===== config.mk =====
export PLATFORM = sky130hd
export DESIGN_NAME = stackcalc_feeder_flat
export DESIGN_NICKNAME = d
export VERILOG_FILES = /design/src/rtl/stackcalc_feeder_if.sv /design/src/rtl/stackcalc_feeder.sv /design/src/flat_wrapper.sv
export SDC_FILE = /design/constraint.sdc
export NUM_CORES = 1
export LEC_CHECK = 0
export BUFFER_PORTS_ARGS = -buffer_cell sky130_fd_sc_hd__buf_2
export CORE_UTILIZATION = 58
export DETAILED_ROUTE_END_ITERATION = 8
export PLACE_DENSITY = 0.81
export SKIP_LAST_GASP = 1
export SYNTH_ARGS = -nofsm -noshare
export SYNTH_HDL_FRONTEND = slang
export SYNTH_SLANG_ARGS = --single-unit

===== constraint.sdc =====
create_clock -name clk -period 5.73 [get_ports clk]
set_clock_uncertainty 0.1 [all_clocks]
set_input_delay 0.8595 -clock clk [delete_from_list [all_inputs] [get_ports clk]]
set_output_delay 0.8595 -clock clk [all_outputs]
set_load 0.02 [all_outputs]

===== src/rtl/stackcalc_feeder_if.sv =====
// Host/calculator-side bundle for stackcalc_feeder: program write handshake, run control,
// result capture, and the calculator's 8-bit pin pair.
interface stackcalc_feeder_if #(
  parameter int DEPTH = 8
);
  localparam int CTW = $clog2(DEPTH) + 1;

  logic           wr_valid;
  logic [3:0]     wr_data;
  logic           wr_ready;
  logic           start;
  logic           busy;
  logic           done;
  logic [7:0]     result;
  logic [CTW-1:0] count;
  logic [7:0]     calc_io_in;
  logic [7:0]     calc_io_out;

  modport master (
    output wr_valid, wr_data, start, calc_io_out,
    input  wr_ready, busy, done, result, count, calc_io_in
  );

  modport slave (
    input  wr_valid, wr_data, start, calc_io_out,
    output wr_ready, busy, done, result, count, calc_io_in
  );
endinterface


===== src/rtl/stackcalc_feeder.sv =====
// Buffers host nibbles, then resets and clocks them into the stack calculator; run takes 2*HALF*(RST_TICKS+N)+2 cycles to done.
// Backpressure: wr_ready drops while busy or full; writes offered then are not taken.
module stackcalc_feeder #(
  parameter int DEPTH     = 8,
  parameter int HALF      = 1,
  parameter int RST_TICKS = 2
) (
  input  logic              clk,
  input  logic              rst,
  stackcalc_feeder_if.slave bus
);
  localparam int AW      = $clog2(DEPTH);
  localparam int CTW     = AW + 1;
  localparam int RST_CYC = 2 * HALF * RST_TICKS;
  localparam int CW      = $clog2(RST_CYC) + 1;

  localparam logic [CW-1:0]  RST_LOAD  = CW'(RST_CYC - 1);
  localparam logic [CW-1:0]  HALF_LOAD = CW'(HALF - 1);
  localparam logic [CW-1:0]  HALF_W    = CW'(HALF);
  localparam logic [CTW-1:0] FULL      = CTW'(DEPTH);

  typedef enum logic [2:0] {IDLE, RESET, LOW, HIGH, CAPTURE} state_t;

  state_t         state, state_nxt;
  logic [CW-1:0]  cnt, cnt_nxt;
  logic [3:0]     mem [DEPTH];
  logic [AW-1:0]  rd_ptr, rd_ptr_nxt, wr_ptr, wr_ptr_nxt;
  logic [CTW-1:0] count, count_nxt;
  logic [7:0]     io_q, io_nxt, result_q;
  logic [3:0]     head_nxt;
  logic           done_q, wr_ready, push, pop, rst_clk;

  assign wr_ready = (state == IDLE) && (count != FULL);
  assign push     = bus.wr_valid && wr_ready;

  // One down-counter times every phase; it is reloaded on each phase entry.
  always_comb begin
    state_nxt = state;
    cnt_nxt   = cnt;
    pop       = 1'b0;
    case (state)
      IDLE: begin
        if (bus.start && count != '0) begin
          state_nxt = RESET;
          cnt_nxt   = RST_LOAD;
        end
      end
      RESET: begin
        if (cnt == '0) begin
          state_nxt = LOW;
          cnt_nxt   = HALF_LOAD;
        end else begin
          cnt_nxt = cnt - CW'(1);
        end
      end
      LOW: begin
        if (cnt == '0) begin
          state_nxt = HIGH;
          cnt_nxt   = HALF_LOAD;
        end else begin
          cnt_nxt = cnt - CW'(1);
        end
      end
      HIGH: begin
        if (cnt == '0) begin
          pop = 1'b1;
          if (count > CTW'(1)) begin
            state_nxt = LOW;
            cnt_nxt   = HALF_LOAD;
          end else begin
            state_nxt = CAPTURE;
            cnt_nxt   = '0;
          end
        end else begin
          cnt_nxt = cnt - CW'(1);
        end
      end
      CAPTURE: state_nxt = IDLE;
      default: state_nxt = IDLE;
    endcase
  end

  // Pin image is built from next-cycle state so it can be registered glitch-free.
  always_comb begin
    wr_ptr_nxt = wr_ptr + AW'(push);
    rd_ptr_nxt = rd_ptr + AW'(pop);
    count_nxt  = count + CTW'(push) - CTW'(pop);
    head_nxt   = mem[rd_ptr_nxt];
    rst_clk    = ~|((cnt_nxt / HALF_W) & CW'(1));
    io_nxt     = 8'h00;
    case (state_nxt)
      RESET:   io_nxt = {2'b00, 4'h0, 1'b1, rst_clk};
      LOW:     io_nxt = {2'b00, head_nxt, 2'b00};
      HIGH:    io_nxt = {2'b00, head_nxt, 2'b01};
      default: io_nxt = 8'h00;
    endcase
  end

  always_ff @(posedge clk or negedge rst) begin
    if (!rst) begin
      state    <= IDLE;
      cnt      <= '0;
      rd_ptr   <= '0;
      wr_ptr   <= '0;
      count    <= '0;
      io_q     <= 8'h00;
      result_q <= 8'h00;
      done_q   <= 1'b0;
    end else begin
      state  <= state_nxt;
      cnt    <= cnt_nxt;
      rd_ptr <= rd_ptr_nxt;
      wr_ptr <= wr_ptr_nxt;
      count  <= count_nxt;
      io_q   <= io_nxt;
      done_q <= (state == CAPTURE);
      if (state == CAPTURE) begin
        result_q <= bus.calc_io_out;
      end
    end
  end

  always_ff @(posedge clk) begin
    if (push) begin
      mem[wr_ptr] <= bus.wr_data;
    end
  end

  assign bus.wr_ready   = wr_ready;
  assign bus.busy       = (state != IDLE);
  assign bus.done       = done_q;
  assign bus.result     = result_q;
  assign bus.count      = count;
  assign bus.calc_io_in = io_q;
endmodule


===== src/flat_wrapper.sv =====
// flat-port wrapper written by rule: the top's interface ports become plain ports
module stackcalc_feeder_flat 
#(
  parameter int DEPTH     = 8,
  parameter int HALF      = 1,
  parameter int RST_TICKS = 2
)
  (clk, rst, bus_wr_valid, bus_wr_data, bus_start, bus_calc_io_out, bus_wr_ready, bus_busy, bus_done, bus_result, bus_count, bus_calc_io_in);
  stackcalc_feeder_if #(.DEPTH(DEPTH)) bus_i ();
  input  logic clk;
  input  logic rst;
  input wire logic [$bits(bus_i.wr_valid)-1:0] bus_wr_valid;
  input wire logic [$bits(bus_i.wr_data)-1:0] bus_wr_data;
  input wire logic [$bits(bus_i.start)-1:0] bus_start;
  input wire logic [$bits(bus_i.calc_io_out)-1:0] bus_calc_io_out;
  output wire logic [$bits(bus_i.wr_ready)-1:0] bus_wr_ready;
  output wire logic [$bits(bus_i.busy)-1:0] bus_busy;
  output wire logic [$bits(bus_i.done)-1:0] bus_done;
  output wire logic [$bits(bus_i.result)-1:0] bus_result;
  output wire logic [$bits(bus_i.count)-1:0] bus_count;
  output wire logic [$bits(bus_i.calc_io_in)-1:0] bus_calc_io_in;
  assign bus_i.wr_valid = bus_wr_valid;
  assign bus_i.wr_data = bus_wr_data;
  assign bus_i.start = bus_start;
  assign bus_i.calc_io_out = bus_calc_io_out;
  assign bus_wr_ready = bus_i.wr_ready;
  assign bus_busy = bus_i.busy;
  assign bus_done = bus_i.done;
  assign bus_result = bus_i.result;
  assign bus_count = bus_i.count;
  assign bus_calc_io_in = bus_i.calc_io_in;
  stackcalc_feeder #(.DEPTH(DEPTH), .HALF(HALF), .RST_TICKS(RST_TICKS)) u_core (.clk(clk), .rst(rst), .bus(bus_i));
endmodule

==> results list <==
- First-pass GRT wire length: between 7 and 8 mm
* Final min period: roughly 2.7 ns
- After detailed routing, the number of vias per cell comes to 5.541.
- LEAKAGE: 1.354 nW
* Synth top area share: 36.24%
- Fraction of the yosys area taken by sequential cells: 65.50%
- Transition time at the pin with the least slew margin: about 0.68 ns
- For the worst setup path, the data arrival time is 2.82 ns.
- In this run the vertical extent of the chip is 69.61 um.
* Drt first-iter violations: between 100 and 150
* Critical Path Start Type: flip-flop
* Number of global-route vias before repair: 1535
* Final setup fails: 0
* Number of resized instances in the post-cts repair step: 0
* Diodes inserted: 0
* Grt total ovfl: 0
- After detailed routing, the number of remaining DRC violations is 0.
* Total number of yosys warnings: 0
- Post-Syn Area: 2651 um2
- Status: completed
* Met2 demand-to-capacity share in global routing: about a third
* Skew-Pair Late Insertion Delay: approximately 0.34 ns
* Global-route track usage on met3: 6.686%
- Max-cap violations in this run came to 0.
- Setup repair after global routing left no endpoint under its margin.
- The clock net in this run drives a total of 63 sinks.
- Global routing used approximately a fifth of the available tracks across all layers.
- Number of instances in the synthesized netlist: 170
- Derived from the worst setup path, the maximum achievable clock frequency is 0.3701 GHz.
- The initial utilization of the core area, before any placement, comes to 60.47%.
* Unique masters post-synth: 38
- Number of placed instances with taps included: 254
- Final weighted congestion in routability-driven placement: 0.7437
* Setup Fix Bufs, Post-CTS: 0
- After legalization and detailed placement, the total HPWL measured 3.201 mm.
* Number of routed nets with antenna violations: 0
* Final Max Tran Viols: 0
* Post-CTS Hold Buffers: 0
- Kind of end point of the critical path: flip-flop
- Fraction of met1 tracks used by global routing: 27.65%
- The final hold violation count came to 0.
* TNS Setup: 0 ns
* Clk slew on worst S/H paths: 0.07 ns
- The die covers a little under 5000 um2.
* Leading post-synthesis cells by cell area: sky130_fd_sc_hd__edfxtp_1, sky130_fd_sc_hd__dfrtp_1, sky130_fd_sc_hd__mux4_2, sky130_fd_sc_hd__ha_1, sky130_fd_sc_hd__mux2_2
- In the layout the commonest cells are sky130_fd_sc_hd__buf_2, sky130_fd_sc_hd__edfxtp_1, sky130_fd_sc_hd__dfrtp_1.
- After the last flow step, the layout net total stands at 240.
- WP data required: a little under 6 ns
- Most common cell after layout, fill and taps aside: sky130_fd_sc_hd__buf_2
- Clock root buffer master: sky130_fd_sc_hd__clkbuf_8
- Most area-hungry cell type in the Yosys netlist: sky130_fd_sc_hd__edfxtp_1
- P&R area growth vs syn: 17.98%
* Global-route layer with the greatest usage: met2
* Slowest library cell on the worst path: sky130_fd_sc_hd__mux4_2
- Count of non-filler cells in the finished layout: 270
- List of cells traversed by the critical path: nor3_2 -> and4b_1 -> ha_1 -> ha_1 -> mux4_2 -> nand2b_1 -> a21oi_1
- Across the VDD grid, the largest voltage drop is 310.3 uV.
* Top-level I/O count: 39
- Yosys reg bits: between 60 and 70
- Power spread over the standard cell area amounts to 578.0 nW/um2.
* Core Footprint: 4384 um2
- Worst min-delay path class: flip-flop to flip-flop
- Counting along the longest clock path gives a buffer depth of 2.
- Overall routed net length: 4.544 mm
- Entering global routing, the biggest net connects 32 pins.
- The pre-antenna-repair detailed-routing pass consisted of 4 iterations.
- In this run the tightest slew margin relative to its limit is 54.75%.
- CP Max Fanout: 9
- The H-tree was split into 3 levels.
- By instance count, the cell type seen most on the critical path is sky130_fd_sc_hd__ha_1.
- The final critical path takes up 47.16% of the cycle.
* Number of buffer cells added on primary ports: 36
- Overall die width: 69.61 um
- Mean area per synthesized cell: 15.60 um2
* Utilization of the core after routing: 71.35%
* Largest stage delay on the critical path: 0.57 ns
* Path type of the worst setup path: flip-flop to flip-flop
- Via total after detailed routing: 1496
* Number of buffers inserted during clock tree synthesis: 9
- Dividing the detail-routed wire length by the instance count gives 16.83 um.
- CTS tree: yes
- The number of antenna violations at the first check in global routing was 0.
- Rows: 24
- Of the cells placed in the final design, the portion with a size suffix greater than 1 is approximately 34%.
[cell usage after synthesis, drive strengths merged]
cell / n
or2b: 1
ha: 10
a31oi: 1
nor2b: 1
o21ai: 3
and3: 1
xor2: 3
nand3b: 1
o32a: 1
nand2b: 8
or3: 1
a21oi: 10
dfrtp: 31
o31ai: 1
a211oi: 1
o21a: 4
mux4: 8
clkbuf: 1
and4b: 1
nor3: 5
edfxtp: 32
fa: 1
a311o: 1
a21o: 1
xnor2: 1
and2: 1
nor2: 9
a22oi: 1
inv: 10
buf: 4
mux2: 8
conb: 1
nand2: 7
[cell type report]
cell class / count / area [um2]
Tap cell: 52 / 65.06
Sequential cell: 63 / 1737
Fill cell: 280 / 1256
Timing Repair Buffer: 36 / 180.2
Multi-Input combinational cell: 93 / 849.6
Clock inverter: 7 / 135.1
Clock buffer: 9 / 123.9
Inverter: 10 / 37.54
[per-layer routing]
layer | part of all wire, % | up-vias
met5 | 0 | -
met4 | 2.1 | 0
met3 | 6.2 | 10
met2 | 48 | 55
met1 | 43 | 719
li1 | - | 712
[cell families after synthesis]
kind of cell | count (synthesis) | share of synthesized area, %
compound gates | 24 | 6.183
xor+xnor | 4 | 1.605
fa+ha+maj | 11 | 5.474
buf+inv | 15 | 2.595
flops | 63 | 65.50
mux | 16 | 10.19
other cells | 1 | 0.1414
simple gates | 36 | 8.306
[registers in the layout, indices dropped and copies added (netlist names)]
name	cells
u_core.mem	32
u_core.bus.result	8
u_core.bus.calc_io_in	6
u_core.bus.count	4
u_core.cnt	3
u_core.rd_ptr	3
u_core.state	3
u_core.wr_ptr	3
u_core.bus.done	1
[report_power, final]
group          switching, W  total (W)  internal, W
registers         0.0000765   0.000658     0.000581
logic              0.000353   0.000650     0.000297
clock network      0.000170   0.000500     0.000330
[worst max-delay path: cells and delay by family, from the launching register on]
| kind | cells | cell delay, ns |
|---|---|---|
| and+or+nand+nor | 3 | 0.80 |
| adders and majority gates | 2 | 0.59 |
| muxes | 1 | 0.57 |
| DFF | 1 | 0.44 |
| AOI/OAI and AO/OA | 1 | 0.07 |
[through the flow]
step | power, W | instance area [um2] | setup WS [ns] | hold slack (ns)
finish | 0.001808 | 3128 | 3.028 | 0.3990
global route | 0.001908 | 3128 | 2.786 | 0.4114
CTS | 0.001816 | 3128 | 3.017 | 0.4038
detailed placement | 0.001310 | 2869 | 3.087 | 0.3894
global placement | 0.001273 | 2869 | 3.189 | 0.3842
floorplan | 0.001148 | 2655 | 3.335 | 0.3720
[final timing paths]
check,from,endpoint,slack (ns),depth (start not counted)
hold reg to reg,u_core.bus.result[3]$_DFFE_PN0P_,u_core.bus.result[3]$_DFFE_PN0P_,0.40,1
setup reg to reg,u_core.cnt[0]$_DFF_PN0_,u_core.bus.calc_io_in[3]$_DFF_PN0_,3.03,7
min in group asynchronous,rst,u_core.cnt[1]$_DFFE_PN0P_,0.45,1
max in group asynchronous,rst,u_core.bus.result[5]$_DFFE_PN0P_,4.64,1
hold / removal,u_core.bus.result[3]$_DFFE_PN0P_,u_core.bus.result[3]$_DFFE_PN0P_,0.40,1
setup / recovery,u_core.cnt[0]$_DFF_PN0_,u_core.bus.calc_io_in[3]$_DFF_PN0_,3.03,7
No activity file was read; power rests on OpenSTA's default activity.
